File: config.mk
export PLATFORM = sky130hd
export DESIGN_NAME = core_ctrl_flat
export DESIGN_NICKNAME = d
export VERILOG_FILES = /design/src/rtl/core_ctrl_if.sv /design/src/rtl/core_ctrl.sv /design/src/flat_wrapper.sv
export SDC_FILE = /design/constraint.sdc
export NUM_CORES = 1
export LEC_CHECK = 0
export BUFFER_PORTS_ARGS = -buffer_cell sky130_fd_sc_hd__buf_2
export CAP_MARGIN = 20
export CELL_PAD_IN_SITES_DETAIL_PLACEMENT = 1
export CELL_PAD_IN_SITES_GLOBAL_PLACEMENT = 2
export CORE_MARGIN = 10
export CORE_UTILIZATION = 31
export CTS_CLUSTER_DIAMETER = 100
export CTS_CLUSTER_SIZE = 28
export DETAILED_ROUTE_END_ITERATION = 10
export GPL_ROUTABILITY_DRIVEN = 1
export PLACE_DENSITY = 0.81
export SETUP_SLACK_MARGIN = 0.1
export SYNTH_ARGS = -nofsm -noshare
export SYNTH_HDL_FRONTEND = slang
export SYNTH_SLANG_ARGS = --single-unit
File: constraint.sdc
create_clock -name clk -period 2.3 [get_ports clk]
set_clock_uncertainty 0.2 [all_clocks]
set_input_delay 0.69 -clock clk [delete_from_list [all_inputs] [get_ports clk]]
set_output_delay 0.69 -clock clk [all_outputs]
set_load 0.02 [all_outputs]
File: src/rtl/core_ctrl_if.sv
//------------------------------------------------------------------------------
// Module      : core_ctrl_if
// Description : Execute-stage/bus inputs and PC/pipeline-control outputs
//               of the core control unit, bundled for connection.
// Revision    : 1.0 - initial release
//------------------------------------------------------------------------------
`default_nettype none

interface core_ctrl_if;
  logic        jump_flag_in;
  logic [31:0] jump_addr_in;
  logic        hold_flag_in;
  logic        bus_hold_in;
  logic [31:0] pc_out;
  logic        stall_out;
  logic        flush_out;
  logic        misalign_out;
  logic [1:0]  state_out;
  logic [31:0] stall_cnt_out;

  // Stimulus side: drives execute/bus requests, observes control outputs.
  modport master (
    output jump_flag_in, jump_addr_in, hold_flag_in, bus_hold_in,
    input  pc_out, stall_out, flush_out, misalign_out, state_out, stall_cnt_out
  );

  // Control unit side.
  modport slave (
    input  jump_flag_in, jump_addr_in, hold_flag_in, bus_hold_in,
    output pc_out, stall_out, flush_out, misalign_out, state_out, stall_cnt_out
  );
endinterface

`default_nettype wire

File: src/rtl/core_ctrl.sv
//------------------------------------------------------------------------------
// Module      : core_ctrl
// Description : Pipeline control and PC generation. Owns the program
//               counter, drives stall/flush of IF/ID and ID/EX, parks a jump
//               target while the bus is busy and counts stall cycles.
// Revision    : 1.0 - initial release
//------------------------------------------------------------------------------
`default_nettype none

module core_ctrl #(
  parameter logic [31:0] RST_ADDR     = 32'h0000_0000,
  parameter int unsigned FLUSH_CYCLES = 2
) (
  input  wire logic     clk,
  input  wire logic     rst,
  core_ctrl_if.slave    ctrl
);

  typedef enum logic [1:0] {
    ST_RUN   = 2'd0,
    ST_FLUSH = 2'd1,
    ST_HOLD  = 2'd2,
    ST_PEND  = 2'd3
  } state_t;

  // Counter value loaded on the accept edge; the accept cycle is already
  // one of the flush cycles, hence the minus one.
  localparam logic [2:0] C_FLUSH_LOAD  = 3'(FLUSH_CYCLES - 1);
  localparam logic       C_FLUSH_MULTI = (FLUSH_CYCLES > 1);

  state_t      r_state, w_state_nxt;
  logic [2:0]  r_flush_cnt, w_flush_cnt_nxt;
  logic [31:0] r_pend_addr, w_pend_addr_nxt;
  logic [31:0] r_pc, w_pc_nxt;
  logic        r_misalign, w_misalign_nxt;
  logic [31:0] r_stall_cnt;
  logic [31:0] w_tgt;
  logic        w_jump_acc;
  logic        w_stall;
  logic        w_flush;

  // Stall decode; outputs are forced low while reset is held.
  always_comb begin
    w_jump_acc = ctrl.jump_flag_in & ~ctrl.bus_hold_in;
    w_stall    = rst & (ctrl.bus_hold_in
                        | (ctrl.hold_flag_in & ~ctrl.jump_flag_in)
                        | (r_state == ST_PEND));
  end

  // Next-state, next-PC and flush decode.
  always_comb begin
    w_state_nxt     = r_state;
    w_flush_cnt_nxt = r_flush_cnt;
    w_pend_addr_nxt = r_pend_addr;
    w_pc_nxt        = w_stall ? r_pc : r_pc + 32'd4;
    w_misalign_nxt  = 1'b0;
    w_flush         = 1'b0;
    w_tgt           = ctrl.jump_addr_in;

    case (r_state)
      ST_PEND: begin
        w_flush = 1'b1;
        if (!ctrl.bus_hold_in) begin
          // A jump arriving on the release cycle is the newest target.
          w_tgt           = ctrl.jump_flag_in ? ctrl.jump_addr_in : r_pend_addr;
          w_pc_nxt        = {w_tgt[31:2], 2'b00};
          w_misalign_nxt  = |w_tgt[1:0];
          w_flush_cnt_nxt = C_FLUSH_LOAD;
          w_state_nxt     = C_FLUSH_MULTI ? ST_FLUSH : ST_RUN;
        end else if (ctrl.jump_flag_in) begin
          w_pend_addr_nxt = ctrl.jump_addr_in;
        end
      end
      default: begin
        if (w_jump_acc) begin
          // Accepted jump wins over any execute hold; also restarts FLUSH.
          w_flush         = 1'b1;
          w_pc_nxt        = {ctrl.jump_addr_in[31:2], 2'b00};
          w_misalign_nxt  = |ctrl.jump_addr_in[1:0];
          w_flush_cnt_nxt = C_FLUSH_LOAD;
          w_state_nxt     = C_FLUSH_MULTI ? ST_FLUSH : ST_RUN;
        end else if (ctrl.jump_flag_in) begin
          // Bus busy: park the target until the front end can move.
          w_flush         = 1'b1;
          w_pend_addr_nxt = ctrl.jump_addr_in;
          w_state_nxt     = ST_PEND;
        end else if (r_state == ST_FLUSH) begin
          w_flush = 1'b1;
          if (r_flush_cnt <= 3'd1) begin
            w_state_nxt = ST_RUN;
          end else begin
            w_flush_cnt_nxt = r_flush_cnt - 3'd1;
          end
        end else begin
          w_state_nxt = w_stall ? ST_HOLD : ST_RUN;
        end
      end
    endcase
  end

  // Control state, PC and pending-target registers.
  always_ff @(posedge clk or negedge rst) begin
    if (!rst) begin
      r_state     <= ST_RUN;
      r_flush_cnt <= 3'd0;
      r_pend_addr <= 32'd0;
      r_pc        <= RST_ADDR;
      r_misalign  <= 1'b0;
    end else begin
      r_state     <= w_state_nxt;
      r_flush_cnt <= w_flush_cnt_nxt;
      r_pend_addr <= w_pend_addr_nxt;
      r_pc        <= w_pc_nxt;
      r_misalign  <= w_misalign_nxt;
    end
  end

  // Saturating stall-cycle counter for performance debug.
  always_ff @(posedge clk or negedge rst) begin
    if (!rst) begin
      r_stall_cnt <= 32'd0;
    end else if (w_stall && (r_stall_cnt != 32'hFFFF_FFFF)) begin
      r_stall_cnt <= r_stall_cnt + 32'd1;
    end
  end

  assign ctrl.pc_out        = r_pc;
  assign ctrl.stall_out     = w_stall;
  assign ctrl.flush_out     = rst & w_flush;
  assign ctrl.misalign_out  = r_misalign;
  assign ctrl.state_out     = r_state;
  assign ctrl.stall_cnt_out = r_stall_cnt;

endmodule

`default_nettype wire

File: src/flat_wrapper.sv
// flat-port wrapper written by rule: the top's interface ports become plain ports
module core_ctrl_flat 
#(
  parameter logic [31:0] RST_ADDR     = 32'h0000_0000,
  parameter int unsigned FLUSH_CYCLES = 2
)
  (clk, rst, ctrl_jump_flag_in, ctrl_jump_addr_in, ctrl_hold_flag_in, ctrl_bus_hold_in, ctrl_pc_out, ctrl_stall_out, ctrl_flush_out, ctrl_misalign_out, ctrl_state_out, ctrl_stall_cnt_out);
  core_ctrl_if ctrl_i ();
  input  wire logic clk;
  input  wire logic rst;
  input wire logic [$bits(ctrl_i.jump_flag_in)-1:0] ctrl_jump_flag_in;
  input wire logic [$bits(ctrl_i.jump_addr_in)-1:0] ctrl_jump_addr_in;
  input wire logic [$bits(ctrl_i.hold_flag_in)-1:0] ctrl_hold_flag_in;
  input wire logic [$bits(ctrl_i.bus_hold_in)-1:0] ctrl_bus_hold_in;
  output wire logic [$bits(ctrl_i.pc_out)-1:0] ctrl_pc_out;
  output wire logic [$bits(ctrl_i.stall_out)-1:0] ctrl_stall_out;
  output wire logic [$bits(ctrl_i.flush_out)-1:0] ctrl_flush_out;
  output wire logic [$bits(ctrl_i.misalign_out)-1:0] ctrl_misalign_out;
  output wire logic [$bits(ctrl_i.state_out)-1:0] ctrl_state_out;
  output wire logic [$bits(ctrl_i.stall_cnt_out)-1:0] ctrl_stall_cnt_out;
  assign ctrl_i.jump_flag_in = ctrl_jump_flag_in;
  assign ctrl_i.jump_addr_in = ctrl_jump_addr_in;
  assign ctrl_i.hold_flag_in = ctrl_hold_flag_in;
  assign ctrl_i.bus_hold_in = ctrl_bus_hold_in;
  assign ctrl_pc_out = ctrl_i.pc_out;
  assign ctrl_stall_out = ctrl_i.stall_out;
  assign ctrl_flush_out = ctrl_i.flush_out;
  assign ctrl_misalign_out = ctrl_i.misalign_out;
  assign ctrl_state_out = ctrl_i.state_out;
  assign ctrl_stall_cnt_out = ctrl_i.stall_cnt_out;
  core_ctrl #(.RST_ADDR(RST_ADDR), .FLUSH_CYCLES(FLUSH_CYCLES)) u_core (.clk(clk), .rst(rst), .ctrl(ctrl_i));
endmodule
# [Word-level counts from Yosys, hierarchy flattened]
# Index checks and enable logic that the tools add are counted.
[op_classes] addsub=3 multipliers=0 div=0 order_cmp=1 eq_ne=9 shift=0 muxes=28 n_bitwise=8 n_reduce_logical=7
[op_table] operator="32-bit two-way mux" count=8
[op_table] operator="32-bit by 1-bit adder with 32-bit output (second input constant)" count=1
[op_table] operator="32-bit by 3-bit adder with 32-bit output (second input constant)" count=1
[op_table] operator="32-bit inequality test (second input constant)" count=1
[op_table] operator="3-bit two-way mux" count=6
[op_table] operator="2-bit two-way mux" count=7
[op_table] operator="1-bit two-way mux" count=7
[op_table] operator="2-bit inequality test (second input constant)" count=3
[op_table] operator="3-bit by 1-bit inequality test with 1-bit output (second input constant)" count=2
[op_table] operator="5-bit by 3-bit inequality test with 1-bit output (second input constant)" count=1
[op_table] operator="1-bit AND" count=4
[op_table] operator="2-bit AND reduction" count=2
[op_table] operator="4-bit AND reduction" count=1
[op_table] operator="2-bit OR reduction" count=2
[op_table] operator="3-bit by 1-bit <= comparator with 1-bit output (second input constant)" count=1
[op_table] operator="3-bit nonzero test" count=1
[op_table] operator="3-bit by 1-bit subtractor with 3-bit output (second input constant)" count=1
[op_table] operator="2-bit by 1-bit == test with 1-bit output (second input constant)" count=1
[op_table] operator="2-bit == test (second input constant)" count=1
[op_table] operator="1-bit inverter" count=2
[op_table] operator="1-bit OR" count=2
[op_table] operator="1-bit logical AND" count=1
[word_totals] reg_bits=102 latch_bits=0 ramBits=0 rom_bits=0 inputBits=37 out_inout_bits=69 word_cells=62 memories=0

# [Logic depth before layout (Yosys ltp)]
# Gate-level depths: netlist of run 1.
[logic_depth] ltp_word=10 depth_mapped=7 ltp_nobuf=6

# [Least setup slack after synthesis of run 1]
# No wires, ideal clock.
[synth_path] path_kind="in2out" start="in ctrl_jump_flag_in" end="out ctrl_flush_out" t_arrival_ns=1.744 required_time_ns=1.410 path_slack_ns=-0.334 path_stages=4 path_buffers=3 cell_sequence="clkbuf_1 > clkbuf_1 > clkbuf_1 > o21a_1"
[synth_via] elab_chain_cells=4 elab_cells_between_ends=5 cone_classes="3 x mux; 2 x bitwise"
[synth_lines] element="from (decl)" line_no="flat_wrapper.sv:11" source="input wire logic [$bits(ctrl_i.jump_flag_in)-1:0] ctrl_jump_flag_in;"
[synth_lines] element="1-bit two-way mux / 1-bit AND (equally long branches)" line_no="core_ctrl.sv:82, core_ctrl.sv:44"
[synth_lines] element="1-bit two-way mux (*)" line_no="core_ctrl.sv:75" source="if (w_jump_acc) begin"
[synth_lines] element="1-bit two-way mux (*)" line_no="core_ctrl.sv:60" source="case (r_state)"
[synth_lines] element="1-bit AND (*)" line_no="core_ctrl.sv:129" source="assign ctrl.flush_out = rst & w_flush;"
[synth_lines] element="to (decl)" line_no="flat_wrapper.sv:17" source="output wire logic [$bits(ctrl_i.flush_out)-1:0] ctrl_flush_out;"
# Every way passes the cells marked *; elsewhere a longest branch is shown, timed or not.

# [Worst setup path in the final report of run 1]
[layout_path] start="in ctrl_hold_flag_in" end="out ctrl_stall_out"
[layout_via] elab_chain_cells=4
[layout_lines] element="from (decl)" line_no="flat_wrapper.sv:13" source="input wire logic [$bits(ctrl_i.hold_flag_in)-1:0] ctrl_hold_flag_in;"
[layout_lines] element="1-bit AND" line_no="core_ctrl.sv:46" source="| (ctrl.hold_flag_in & ~ctrl.jump_flag_in)"
[layout_lines] element="1-bit OR" line_no="core_ctrl.sv:46"
[layout_lines] element="1-bit OR" line_no="core_ctrl.sv:47" source="| (r_state == ST_PEND));"
[layout_lines] element="1-bit AND" line_no="core_ctrl.sv:45" source="w_stall = rst & (ctrl.bus_hold_in"
[layout_lines] element="to (decl)" line_no="flat_wrapper.sv:16" source="output wire logic [$bits(ctrl_i.stall_out)-1:0] ctrl_stall_out;"
# Every way passes these cells.

==> results of run 1 <==
flip-flops by register name, summed over array words and instances (netlist names):
register,flops
u_core.ctrl.stall_cnt_out,32
u_core.r_pend_addr,32
u_core.ctrl.pc_out,30
u_core.r_flush_cnt,3
u_core.ctrl.state_out,2
u_core.ctrl.misalign_out,1
how the worst max path moves through the flow:
stage | start | to | slack, ps | cells past startpoint
floorplan | ctrl_bus_hold_in | u_core.ctrl.stall_cnt_out[31] | -90 | 7
global placement | ctrl_hold_flag_in | ctrl_stall_out | -180 | 5
detailed placement | ctrl_bus_hold_in | u_core.ctrl.pc_out[28] | -250 | 6
CTS | u_core.ctrl.state_out[0] | ctrl_stall_out | -60 | 4
global route | ctrl_hold_flag_in | ctrl_stall_out | -80 | 5
finish | ctrl_hold_flag_in | ctrl_stall_out | -70 | 5
through the flow:
| step | setup WS [ps] | hold slack, ps | instance area, sq um | power (mW) |
|---|---|---|---|---|
| after global routing | -79.78 | 294.1 | 7211 | 6.524 |
| after global placement | -179.3 | 264.1 | 6482 | 4.270 |
| after detailed placement | -255.0 | 275.4 | 6482 | 4.361 |
| after floorplan | -94.75 | 194.4 | 5274 | 3.439 |
| after CTS | -60.83 | 275.8 | 6960 | 6.010 |
| final | -65.04 | 277.4 | 7211 | 6.150 |
tightest hold or removal path: cells and delay by family:
kind | cells | cell delay, ps
buffers and inverters | 3 | 540
what timing repair did:
action / in CTS / in global routing
buffers inserted: 9 / 19
endpoints found under the setup margin: 31 / 36
resized for setup: 29 / 31
cloned: 0 / 0
pin swaps: 3 / 8
power by group:
group | internal (mW) | switching (mW) | total (mW)
Combinational | 0.985 | 1.23 | 2.21
Sequential | 2.08 | 0.307 | 2.38
Clock | 0.845 | 0.708 | 1.55
area by class of cell:
class	instances	area, sq um
clock buffers	10	229.0
clock inverters	6	65.06
fillers	1949	9373
inverters	26	97.59
multi-input cells	385	2706
flip-flops and latches	100	2515
well taps	220	275.3
repair buffers	199	1323
logic make-up after synthesis:
family                     count (synthesis)  synth area share
buffers and inverters                     50           0.03777
and+or+nand+nor                          200            0.2049
adders and majority gates                  4          0.009563
AOI/OAI and AO/OA                        110            0.1415
muxes                                     23           0.05044
other                                      1         0.0007165
xor gates and xnor gates                  46           0.07698
DFF                                      100            0.4781
synth_stat cells, types with 2 or more instances:
cell type and count:
o311ai_1 3, nor2_1 46, ha_1 4, mux2i_1 2
o22ai_1 8, o21bai_1 2, a311oi_1 3, nand4_1 22
dfrtp_1 100, a22oi_1 9, mux2_2 19, a311o_1 2
nand2b_1 5, buf_1 4, a2111oi_0 6, clkbuf_1 16
and3_1 8, o211ai_1 2, and4_1 4, xnor2_1 38
o21ai_0 21, nand3b_1 3, nor4_4 2, a21oi_1 34
inv_1 25, nor4b_1 2, and4_2 2, a211o_1 2
mux2_4 2, and2_1 5, nor4_1 7, nor3_1 9
buf_2 2, o311ai_0 3, a211oi_1 2, nand2_1 49
a31oi_1 3, nand3_1 22, xor2_1 8, nor2b_1 2
buf_4 2
routing by layer:
layer	vias up	wire (um)
li1	2297	-
met1	2463	7477
met2	115	8445
met3	27	1193
met4	6	232
met5	-	41
==> flow_summary.yaml, run 1 <==
global_route:
  overflow: 0
  grt_pass1_wl_um: 27960
  grtUsageMet2: 0.2611
  antenna_found_initial: 3
  track_usage: 0.1547
  grt_max_degree: 51
  met1_usage: 0.1852
  top_usage_layer: "met2"
  grt_pass1_vias: 5282
  use_met3: 0.05012
place:
  place.detailed.hpwl_um: 12870
  gp_congestion: 0.8032
  port_buffers: 103
  dp.cells: 902
sta:
  tightest_slew_ps: 644.9
  layout_min_cycle_time_ps: 2365
  tns_ps: -65.04
  slew_headroom: 0.5698
  slew_viol_final: 0
  finalHoldViolCount: 0
  finalCritPeriodShare: 1.028
  fin_ws_ps: -65.04
  fmax_mhz: 422.8
  rsz0062_at_grt: "yes"
  setup_violations: 1
logic_synthesis:
  synthArstFlopShare: 1.000
  syn-instance-count: 534
  synth_top_cell_by_area: "dfrtp_1"
  synth_top_area_share: 0.4781
  synth-seq-area-share: 0.4781
  synthTopCellsByArea: "dfrtp_1 (48%), xnor2_1 (6.4%), mux2_2 (4.1%)"
  synth_ff_type: "dfrtp_1"
  syn_area_sq_um: 5234
  ys_ff_latch: 100
  postSynthAreaPerCell_sq_um: 9.801
  synth-edff-count: 0
  yosysWarningCount: 0
  yosysUniqueCellTypes: 65
cells_and_area:
  layout-drive-gt1-share: 0.3898
  fin_nets: 762
  finalNonFillerCells: 946
  layout.cells.most_common: "buf_2"
  finalCoreUtilization: 0.4348
  final_cell_mix: "buf_2 (97), buf_4 (91), dfrtp_1 (90), nand2_1 (48), nor2_1 (45)"
  area_delta_synth_final_pct: 37.77
  antenna_cells: 0
critical_path:
  cp_num_buf_inv: 3
  crit_required_ps: 1410
  startpoint_type: "input port"
  r2r-start: "u_core.ctrl.state_out[0]"
  r2r_end: "u_core.ctrl.pc_out[28]"
  cp_slowest_cell: "o31ai_4"
  endpoint_kind: "output pin"
  cp_slowest_stage_delay_ps: 310
  path_cells: "buf_8 > nor2b_4 > o31ai_4 > inv_2 > buf_6"
  r2r_slack_ps: 30
  critical_path_class: "in2out"
  crit_fanout: 2
  arrival_ps: 1480
  r2r_cells: 6
  crit_family: "buffers and inverters"
floorplanning:
  coreArea_sq_um: 16580
  die_w_um: 149.9
  ioPinCount: 106
  die_y_um: 149.9
  rows: 47
  dieArea_sq_um: 22480
  start_util: 0.3156
clocking:
  clk_pin_slew_ps: 70
  clock_sinks: 100
  cts_inserted_buffers: 9
  worstSkewPairLatency_ps: 360
  cts_hold_buf: 0
  cts-root-buf: "clkbuf_16"
  cts_tree: "yes"
  htreeDepth: 3
  clockBufferDepth: 2
status:
  violations: "setup timing"
  status: "finished with violations"
detailed_routing:
  drc_errors: 0
  vias_per_cell: 5.188
  wire_per_inst_um: 18.38
  wl_um: 17390
  ant_nets: 0
  vias: 4908
  drtIter0Drc: 221
  drt_pass1_iterations: 4
hold_path:
  hp-class: "in2async"
pwr:
  leakage_nw: 3.312
  powerDensity_nw_per_um2: 852.9
  vdd_drop_max_mv: 0.5671
flow_run:
  cap_viol_max_count: 0
(Power assumes the default switching activity.)
==> run 2, diff against run 1 <==
- CORE_UTILIZATION: 31 -> 34
- PLACE_DENSITY: 0.81 -> 0.84
- clock period: 2.3 -> 2.2 ns (I/O delays scaled with it)
==> run 2 against run 1 <==
The run still ends with setup timing left. Clock-buffer cell count increased by 1. Register-to-register slack got worse by 60 ps. Critical path depth decreased by 1. Setup slack got worse by 58 ps. Clock power increased by 3%. Wire length increased by 8.1%. Worst hold slack improved by 3.3 ps. Total power increased by 6.9%. Largest cell class unchanged. Largest power group unchanged. Highest routed layer is now met4.
==> flow_summary.yaml, run 2 (synthesis gave the netlist of run 1 again) <==
critical_path:
  startpoint_type: "flip-flop"
  r2r-start: "u_core.ctrl.state_out[1]"
  r2r_cells: 6
  endpoint_kind: "output pin"
  startpoint: "u_core.ctrl.state_out[1]"
  crit_fanout: 2
  crit_required_ps: 1340
  cp-endpoint: "ctrl_stall_out"
  r2r_end: "u_core.ctrl.pc_out[28]"
  critical_path_class: "reg2out"
  arrival_ps: 1460
  r2r_slack_ps: -30
pwr:
  vdd_drop_max_mv: 0.4855
  powerDensity_nw_per_um2: 870.1
  power_mw: 6.572
  leakage_nw: 3.454
sta:
  finalCritPeriodShare: 1.056
  tightest_slew_ps: 626.6
  slew_viol_final: 0
  rsz0062_at_grt: "yes"
  fmax_mhz: 430.4
  finalHoldViolCount: 0
  setup_violations: 2
  layout_min_cycle_time_ps: 2324
  slew_headroom: 0.5822
  fin_ws_ps: -123.5
place:
  place_ws_ps: -311.2
  dp.cells: 886
  place.detailed.hpwl_um: 13070
  gp_congestion: 0.8594
  port_buffers: 103
  place_area_sq_um: 6639
clocking:
  cts_tree: "yes"
  clockBufferDepth: 2
  cts-root-buf: "clkbuf_16"
  worstSkewPairLatency_ps: 350
  htreeDepth: 3
  clk_pin_slew_ps: 70
  cts_inserted_buffers: 9
  cts_hold_buf: 0
  clock_sinks: 100
global_route:
  grt_pass1_wl_um: 27720
  antenna_found_initial: 3
  overflow: 0
  grt_pass1_vias: 5362
  track_usage: 0.1679
  grt_max_degree: 47
floorplanning:
  die_y_um: 144.1
  start_util: 0.3456
  coreArea_sq_um: 15150
  dieArea_sq_um: 20760
  ioPinCount: 106
  rows: 45
  die_w_um: 144.1
hold_path:
  hp-class: "reg2reg"
  holdPathStages: 1
detailed_routing:
  wire_per_inst_um: 20.15
  vias: 5032
  drc_errors: 0
  vias_per_cell: 5.393
  drt_pass1_iterations: 4
  wl_um: 18800
  ant_nets: 0
  drtIter0Drc: 262
status:
  violations: "setup timing"
  status: "finished with violations"
cells_and_area:
  fin_nets: 778
  final_cell_mix: "buf_4 (103), buf_2 (98), dfrtp_1 (80), nand2_1 (46), nor2_1 (42)"
  area_delta_synth_final_pct: 44.30
  layout.cells.most_common: "buf_4"
  stdcell_area_sq_um: 7552
  layout-drive-gt1-share: 0.4447
  finalNonFillerCells: 933
flow_run:
  cap_viol_max_count: 0
==> run 2: changes by cell type in the layout (fill, tap and decap cells not counted), moves of 4 or more <==
cell       change
buf_4         +12
xnor2_1        -4
dfrtp_1       -10
a2111oi_4      +4
nand3_1        -5
dfrtp_2       +10
xnor2_2        +4
==> run 2: report_power, final <==
group	internal [mW]	switching [mW]	total (mW)
clock network	0.878	0.724	1.60
registers	2.17	0.322	2.49
logic	1.08	1.40	2.48
total	4.12	2.45	6.57
==> run 2: per-stage QoR <==
step / hold WS, ps / util / setup TNS [ps]
floorplan: 164.4 / - / -804.7
global placement: 255.0 / 0.4383 / -3331
detailed placement: 270.1 / 0.4383 / -5009
CTS: 263.9 / 0.4685 / -119.4
global route: 293.2 / 0.4983 / -669.1
finish: 280.7 / 0.4986 / -156.6
==> run 2: layer usage <==
metal,up-vias,track usage,part of all wire
met2,114,0.2767,0.51
met1,2571,0.2073,0.42
met5,-,0,0
met4,0,0.04890,0.014
li1,2329,-,-
met3,18,0.05018,0.063
==> run 2: worst max-delay path, stage by stage (launching register included) <==
cell	delay [ps]
dfrtp_2	420
and2_4	170
o31ai_4	280
inv_2	100
buf_6	140
==> run 2: how the worst min path moves through the flow <==
stage | from | end | slack (ps)
after floorplan | rst | u_core.ctrl.misalign_out | 160
after global placement | u_core.r_flush_cnt[2] | u_core.r_flush_cnt[2] | 250
after detailed placement | u_core.ctrl.stall_cnt_out[20] | u_core.ctrl.stall_cnt_out[20] | 270
after CTS | rst | u_core.ctrl.pc_out[18] | 260
after global routing | rst | u_core.ctrl.state_out[1] | 290
final | u_core.ctrl.stall_cnt_out[20] | u_core.ctrl.stall_cnt_out[20] | 280
==> run 2: layout make-up <==
class	instances	area [sq um]
fillers	1695	7594
repair buffers	215	1478
clock inverters	5	52.55
multi-input cells	385	2922
flip-flops and latches	100	2527
diodes	3	7.507
well taps	188	235.2
inverters	26	97.59
clock buffers	11	232.7
==> run 2: repair_timing <==
item / 4_1_cts / 5_1_grt
pin swaps: 12 / 19
hold endpoints to repair: 0 / 0
gates cloned: 1 / 0
endpoints found under the setup margin: 21 / 35
resized for setup: 24 / 54
setup buffers: 8 / 20
==> run 3, diff against run 2 <==
- REMOVE_ABC_BUFFERS: not set -> 1
==> run 3 against run 2 <==
The run still ends with setup timing left. Sequential share of layout area increased by 0.34 points. Largest power group is now combinational logic. Combinational power increased by 4%. Cell count increased by 0.21%. Die area unchanged. Critical path type is now in2out. Via count decreased by 1.2%.
==> flow_summary.yaml, run 3 (synthesis gave the netlist of run 1 again) <==
detailed_routing:
  vias_per_cell: 5.316
  drc_errors: 0
  drt_pass1_iterations: 4
  wl_um: 17960
  ant_nets: 0
  wire_per_inst_um: 19.21
  vias: 4970
  drtIter0Drc: 261
global_route:
  overflow: 0
  grt_max_degree: 64
  track_usage: 0.1680
  antenna_found_initial: 0
  grt_pass1_vias: 5370
  grt_pass1_wl_um: 28030
hold_path:
  hp-class: "reg2reg"
  min_from: "u_core.r_pend_addr[6]"
flow_run:
  cap_viol_max_count: 0
cells_and_area:
  fin_nets: 784
  final_cell_mix: "buf_4 (111), dfrtp_1 (100), buf_2 (95), nand2_1 (45), nor2_1 (41)"
  layout-drive-gt1-share: 0.4096
  multiInputGateArea_sq_um: 2785
  layout.cells.most_common: "buf_4"
  fillerInstances: 1717
  area_delta_synth_final_pct: 41.43
  antenna_cells: 0
  ff_latch_area_sq_um: 2502
critical_path:
  r2r-start: "u_core.ctrl.state_out[1]"
  startpoint: "ctrl_jump_flag_in"
  r2r_slack_ps: 20
  critical_path_class: "in2out"
  arrival_ps: 1440
  crit_required_ps: 1340
  crit_fanout: 4
  endpoint_kind: "output pin"
  startpoint_type: "input port"
floorplanning:
  die_y_um: 144.1
  dieArea_sq_um: 20760
  die_w_um: 144.1
  coreArea_sq_um: 15150
  rows: 45
  start_util: 0.3456
  ioPinCount: 106
place:
  port_buffers: 103
  gp_congestion: 0.8607
  place.detailed.hpwl_um: 12600
status:
  violations: "setup timing"
  status: "finished with violations"
sta:
  tns_ps: -95.38
  slew_headroom: 0.4413
  rsz0062_at_grt: "yes"
  fmax_mhz: 435.7
  layout_min_cycle_time_ps: 2295
  tightest_slew_ps: 838.1
  setup_violations: 1
  finalHoldViolCount: 0
  fin_ws_ps: -95.38
  finalCritPeriodShare: 1.043
  slew_viol_final: 0
pwr:
  leakage_nw: 3.408
  pwr-share-clk: 0.242
  power.internal_mw: 4.175
  power_frac_seq: 0.368
  sw_frac_of_total: 0.3673
  p_switching_mw: 2.423
  vdd_drop_max_mv: 0.4181
  powerDensity_nw_per_um2: 891.4
  combPwrFrac: 0.390
  power_mw: 6.599
clocking:
  cts_tree: "yes"
  clk_pin_slew_ps: 70
  cts_hold_buf: 0
  htreeDepth: 3
  worstSkewPairLatency_ps: 350
  cts-root-buf: "clkbuf_16"
  clockBufferDepth: 2
  cts_inserted_buffers: 9
  clock_sinks: 100
[run 3: cell types whose count changed in the layout (fill, tap and decap cells not counted), sizes merged]
cell and delta:
buf +7, bufbuf -1, clkinv -1, diode -3
[run 3: path summary, 6_finish.rpt]
path,end,cells after the start
worst min register to register,u_core.r_pend_addr[6],2
min in group asynchronous,u_core.ctrl.pc_out[16],3
worst max-delay path,ctrl_stall_out,6
worst min-delay path,u_core.r_pend_addr[6],2
worst max register to register,u_core.ctrl.pc_out[28],6
max in group asynchronous,u_core.ctrl.stall_cnt_out[14],3
[run 3: worst max-delay path, cell delays in order]
cell     delay (ps)
buf_8            80
buf_6           100
nor2b_4          50
o31ai_4         290
inv_2           110
buf_6           150
[run 3: repair_timing]
item                                   4_1_cts  5_1_grt
resized for setup                           42       38
pin swaps                                    5       16
buffers inserted                            10       21
endpoints found under the hold margin        0        0
setup endpoints to repair                   24       42
[run 3: layout make-up]
class | instances | share of cell area
clock buffers | 11 | 0.03144
flip-flops and latches | 100 | 0.3381
multi-input cells | 385 | 0.3763
clock inverters | 4 | 0.006930
well taps | 188 | 0.03178
inverters | 26 | 0.01318
repair buffers | 221 | 0.2023
[run 3: through the flow]
step / setup slack (ps) / std cells / utilization / hold WS, ps / instance area, sq um
2_1_floorplan: -119.0 / 511 / - / 164.4 / 5137
3_3_place_gp: -254.8 / 889 / 0.4329 / 263.9 / 6556
3_5_place_dp: -393.5 / 889 / 0.4329 / 276.7 / 6556
4_1_cts: -105.3 / 914 / 0.4672 / 291.0 / 7076
5_1_grt: -133.6 / 935 / 0.4887 / 323.7 / 7402
6_report: -95.38 / 935 / 0.4887 / 283.0 / 7402
[run 3: power by group through the flow]
stage | Clock, mW | Sequential (mW) | Combinational [mW]
finish | 1.60 | 2.43 | 2.58
CTS | 1.64 | 2.42 | 2.39
detailed placement | 0 | 2.45 | 2.23
global route | 1.72 | 2.47 | 2.81
floorplan | 0 | 2.75 | 0.796
global placement | 0 | 2.42 | 2.14
[run 3: per-layer routing]
layer,global-route usage,wire [um],up-vias,share of wire
met5,0,0,-,0
met4,0.04782,263,0,0.015
met3,0.04067,1049,20,0.058
met2,0.2900,8972,121,0.50
met1,0.2027,7677,2494,0.43
li1,-,-,2335,-
